### config.mk
export PLATFORM = sky130hd
export DESIGN_NAME = pulsed_decoder_3_8
export DESIGN_NICKNAME = d
export VERILOG_FILES = /design/src/rtl/pulsed_decoder_3_8.sv
export SDC_FILE = /design/constraint.sdc
export NUM_CORES = 1
export LEC_CHECK = 0
export BUFFER_PORTS_ARGS = -buffer_cell sky130_fd_sc_hd__buf_2
export CAP_MARGIN = 0
export CORE_MARGIN = 3
export CORE_UTILIZATION = 45
export DETAILED_ROUTE_END_ITERATION = 10
export PLACE_DENSITY = 0.76
export SETUP_SLACK_MARGIN = 0.5
export SLEW_MARGIN = 40
export SYNTH_ARGS = -nofsm -noshare
export SYNTH_HDL_FRONTEND = slang
export SYNTH_SLANG_ARGS = --single-unit
### constraint.sdc
create_clock -name Clock_In -period 2.9 [get_ports Clock_In]
set_clock_uncertainty 0.2 [all_clocks]
set_input_delay 0.145 -clock Clock_In [delete_from_list [all_inputs] [get_ports Clock_In]]
set_output_delay 0.145 -clock Clock_In [all_outputs]
set_load 0.01 [all_outputs]
### src/rtl/pulsed_decoder_3_8.sv
// Registered 3-to-8 pulsed decoder.
// Accepts a 3-bit index over valid/ready, drives the matching one-hot line
// for PULSE_CYCLES clocks, then all-zero for GAP_CYCLES clocks, and counts
// accepted transactions (wrapping counter).
module pulsed_decoder_3_8 #(
    parameter int unsigned PULSE_CYCLES = 4,
    parameter int unsigned GAP_CYCLES   = 1,
    parameter int unsigned COUNT_WIDTH  = 8
) (
    input  logic                   Clock_In,
    input  logic                   Reset_In,
    input  logic [2:0]             Encoded_Value_In,
    input  logic                   Valid_In,
    output logic                   Ready_Out,
    input  logic                   Abort_In,
    output logic [7:0]             Data_Out,
    output logic                   Busy_Out,
    output logic [COUNT_WIDTH-1:0] Accepted_Count_Out
);

    typedef enum logic [1:0] {
        IDLE  = 2'd0,
        PULSE = 2'd1,
        GAP   = 2'd2
    } state_t;

    localparam logic [7:0] PULSE_LOAD = 8'(PULSE_CYCLES - 1);
    localparam logic [7:0] GAP_LOAD   = 8'(GAP_CYCLES - 1);
    localparam bit         HAS_GAP    = (GAP_CYCLES != 0);

    state_t                 state_q, state_d;
    logic [7:0]             cnt_q, cnt_d;
    logic [7:0]             data_q, data_d;
    logic [COUNT_WIDTH-1:0] count_q, count_d;

    logic last_phase;
    logic accept;

    // Ready depends only on state and phase counter: idle, or the final
    // cycle of the last phase (gap, or pulse when there is no gap).
    always_comb begin
        last_phase = 1'b0;
        if (cnt_q == '0) begin
            if (state_q == GAP) begin
                last_phase = 1'b1;
            end else if (state_q == PULSE && !HAS_GAP) begin
                last_phase = 1'b1;
            end
        end
        Ready_Out = (state_q == IDLE) || last_phase;
        accept    = Valid_In && Ready_Out && !Abort_In;
    end

    // Next-state logic: abort wins, then accept, then phase sequencing.
    always_comb begin
        state_d = state_q;
        cnt_d   = cnt_q;
        data_d  = data_q;
        count_d = count_q;
        if (Abort_In) begin
            state_d = IDLE;
            cnt_d   = '0;
            data_d  = '0;
        end else if (accept) begin
            state_d = PULSE;
            cnt_d   = PULSE_LOAD;
            data_d  = 8'(1) << Encoded_Value_In;
            count_d = count_q + COUNT_WIDTH'(1);
        end else begin
            unique case (state_q)
                PULSE: begin
                    if (cnt_q != '0) begin
                        cnt_d = cnt_q - 8'd1;
                    end else if (HAS_GAP) begin
                        state_d = GAP;
                        cnt_d   = GAP_LOAD;
                        data_d  = '0;
                    end else begin
                        state_d = IDLE;
                        data_d  = '0;
                    end
                end
                GAP: begin
                    data_d = '0;
                    if (cnt_q != '0) begin
                        cnt_d = cnt_q - 8'd1;
                    end else begin
                        state_d = IDLE;
                    end
                end
                default: begin
                    data_d = '0;
                end
            endcase
        end
    end

    // State, counter, output and transaction-count registers.
    always_ff @(posedge Clock_In or negedge Reset_In) begin
        if (!Reset_In) begin
            state_q <= IDLE;
            cnt_q   <= '0;
            data_q  <= '0;
            count_q <= '0;
        end else begin
            state_q <= state_d;
            cnt_q   <= cnt_d;
            data_q  <= data_d;
            count_q <= count_d;
        end
    end

    assign Data_Out           = data_q;
    assign Busy_Out           = (state_q != IDLE);
    assign Accepted_Count_Out = count_q;

endmodule
==> flow_metrics.env <==
export IMPL_detail_route_vias_per_cell=5.65
export IMPL_reg2reg_depth=9
export IMPL_power_density_nw_per_um2=895
export IMPL_num_vias=1266
export IMPL_synthCells=148
export IMPL_die_area_um2=3860
export IMPL_cts_tree="done"
export IMPL_diodes=0
export IMPL_synth_edff_count=0
export IMPL_cts_buffers=3
export IMPL_synth_top_cell_by_area="dfrtp_1"
export IMPL_root_buffer="clkbuf_4"
export IMPL_critPathMaxStageDelay_ps=480
export IMPL_synth_top_area_share_pct=45.9
export IMPL_dp_hpwl_mm=2.20
export IMPL_synthFlopType="dfrtp_1"
export IMPL_swShare_pct=42.6
export IMPL_fin_crit_sh_pct=79.0
export IMPL_min_period_ps=2290
export IMPL_path_cells="inv_1 -> ha_1 -> nor3b_2 -> buf_4 -> a31oi_4 -> inv_4 -> nand2_8 -> or4b_1 -> a21oi_1"
export IMPL_combPwrFrac_pct=49.1
export IMPL_cp_slowest_cell="or4b_1"
export IMPL_whs_ps=113
export IMPL_grt_max_degree=27
export IMPL_regArea_um2=651
export IMPL_hold_path_class="in -> async"
export IMPL_r2r_start="cnt_q[0]$_DFFE_PN0P_"
export IMPL_core_area_um2=2880
export IMPL_die_w_um=62.1
export IMPL_critPathArrivalTime_ps=2370
export IMPL_critPathLaunch="cnt_q[0]$_DFFE_PN0P_"
export IMPL_rsz0062_at_grt="no"
export IMPL_drt_iter0_drc=132
export IMPL_drtAntennaViolNets=0
export IMPL_setup_violations_final=0
export IMPL_grt_overflow=0
export IMPL_dieHeight_um=62.1
export IMPL_final_hold_violation_count=0
export IMPL_critical_path_class="reg -> reg"
export IMPL_drive_gt1_share_pct=23.1
export IMPL_multi_input_area_um2=748
export IMPL_status="complete, no violations"
export IMPL_num_io_pins=25
export IMPL_grt_pass1_vias=1283
export IMPL_critPathRequiredTime_ps=2980
export IMPL_setup_slack_ps=609
export IMPL_power_switching_uw=667
export IMPL_slew_limit_headroom_pct=61.3
export IMPL_drtPass1Iterations=4
export IMPL_power_uw=1570
export IMPL_cp_end_kind="flop"
export IMPL_grt_use_total_pct=18.0
export IMPL_grt_pass1_wl_mm=5.74
export IMPL_fill_cells=247
export IMPL_synth_area_leaders="dfrtp_1 (46%), ha_1 (4.4%), nor3_1 (3.9%), nor2_1 (3.4%), a21oi_1 (3.2%)"
export IMPL_syn_area_um2=1420
export IMPL_synth_seq_cells=26
export IMPL_clock_power_share_pct=16.4
export IMPL_syn2layout_area_growth_pct=23.6
export IMPL_maxCapViolCount=0
export IMPL_cts_path_max_buffers=2
export IMPL_clock_sinks=26
export IMPL_final_nets=195
export IMPL_cp_start_kind="flop"
export IMPL_final_max_slew_viol_count=0
export IMPL_p_seq_share_pct=34.5
export IMPL_reg2reg_slack_ps=610
export IMPL_gp_congestion=0.832
export IMPL_finalSetupTns_ps=0
export IMPL_clk_pin_slew_ps=160
export IMPL_crit_end="Data_Out[4]$_DFFE_PN0P_"
export IMPL_fin_util_pct=60.9
export IMPL_initial_core_util_pct=49.2
export IMPL_antenna_found_initial=0
export IMPL_insertion_delay_ps=340
export IMPL_port_buffers=24
export IMPL_ir_worst_vdd_mv=0.554
export IMPL_max_freq_mhz=437
export IMPL_htreeDepth=1
export IMPL_timing_rr_end="Data_Out[4]$_DFFE_PN0P_"
export IMPL_cp_max_fo=19
export IMPL_synth_avg_cell_area_um2=9.57
export IMPL_internal_power_uw=900
export IMPL_ys_seq_area_share_pct=45.9
export IMPL_async_reset_ff_share_pct=100
export IMPL_finalWirelength_mm=3.30
export IMPL_p_leak_uw=0.000819
export IMPL_synth_nets=160
export IMPL_drc=0
export IMPL_rows=19
export IMPL_tightest_slew_ps=580
export IMPL_wl_per_cell_um=14.7
export IMPL_yosys_warnings=0
export IMPL_place_worst_setup_slack_ps=507
export IMPL_yosysUniqueCellTypes=39
-- synthesized netlist by cell type (4+ instances only) --
library cell / instances
nand3_1: 6
inv_1: 8
a21oi_1: 9
xor2_1: 4
nand2_1: 11
xnor2_1: 4
nand4_1: 5
clkbuf_1: 4
nor3_1: 11
a31oi_1: 6
ha_1: 5
nor2_1: 13
dfrtp_1: 26
-- metrics by stage --
step | cell area (µm²) | std cells
floorplan | 1420 | 148
global placement | 1580 | 211
detailed placement | 1580 | 211
CTS | 1700 | 221
global route | 1750 | 224
finish | 1750 | 224
-- layer usage --
| layer | share of wire, % | up-vias | wire (µm) | GRT usage [%] |
|---|---|---|---|---|
| li1 | - | 603 | - | - |
| met1 | 45 | 620 | 1470 | 23.0 |
| met2 | 49 | 35 | 1610 | 30.6 |
| met3 | 4.6 | 8 | 152 | 3.60 |
| met4 | 2.1 | 0 | 70 | 6.08 |
| met5 | 0 | - | 0 | 0 |
-- registers in the layout, summed over array words and instances, names as in the netlist --
register,flops
cnt_q,8
Accepted_Count_Out,8
state_q,2
Data_Out,8
-- area by class of cell --
type	instances	area share [%]
multi-input cells	109	42.7
flip-flops and latches	26	37.2
repair buffers	34	12.0
well taps	42	3.00
inverters	9	2.07
clock inverters	1	1.72
clock buffers	3	1.29
-- power by group through the flow --
| stage | registers (µW) | logic (µW) | clock network [µW] |
|---|---|---|---|
| finish | 540 | 769 | 258 |
| global placement | 539 | 653 | 0 |
| floorplan | 546 | 467 | 0 |
| CTS | 540 | 684 | 261 |
| detailed placement | 546 | 665 | 0 |
| global route | 558 | 853 | 279 |
-- critical path: cells and delay by family (launching register included) --
family                   cells  cell delay [ps]
buffers and inverters        3              420
AND/OR/NAND/NOR              3              740
AO/OA/AOI/OAI                2              270
adder cells (fa/ha/maj)      1              160
flip-flops                   1              440
-- how the worst min path moves through the flow --
stage,to,slack [ps],depth (start not counted)
after CTS,cnt_q[6]$_DFFE_PN0P_,140,2
after global routing,cnt_q[7]$_DFFE_PN0P_,180,2
after floorplan,Accepted_Count_Out[0]$_DFFE_PN0P_,-350,0
after detailed placement,cnt_q[7]$_DFFE_PN0P_,-20,1
after global placement,cnt_q[6]$_DFFE_PN0P_,-30,1
final,cnt_q[7]$_DFFE_PN0P_,110,2
-- cells in the final DEF (no fill, tap or decap), types with 2 or more instances in the layout --
cell           count
a21o_1             3
a21oi_1            9
a31oi_1            6
buf_2             24
buf_4              4
clkbuf_4           3
dfrtp_1           26
dlygate4sd3_1      6
ha_1               5
inv_1              8
mux2i_1            2
nand2_1           11
nand3_1            6
nand3b_1           2
nand4_1            5
nor2_1            13
nor3_1            10
nor4b_1            2
o21ai_0            3
or3_1              2
or4_1              2
xnor2_1            4
xor2_1             4
-- cells by family after synthesis --
logic type	count (synthesis)	synth area share, %
AND/OR/NAND/NOR	64	25.5
AO/OA/AOI/OAI	29	13.5
flip-flops	26	45.9
buffers and inverters	13	3.44
XOR/XNOR	8	4.95
adder cells (fa/ha/maj)	5	4.42
multiplexers	3	2.21
-- repair_timing --
action,CTS,global route
hold buffers,6,0
pin swaps,0,1
gates cloned,0,0
setup buffers,0,3
resized for setup,1,4
endpoints found under the hold margin,31,0
endpoints found under the setup margin,2,7
Power figures use the tool's default switching activity.
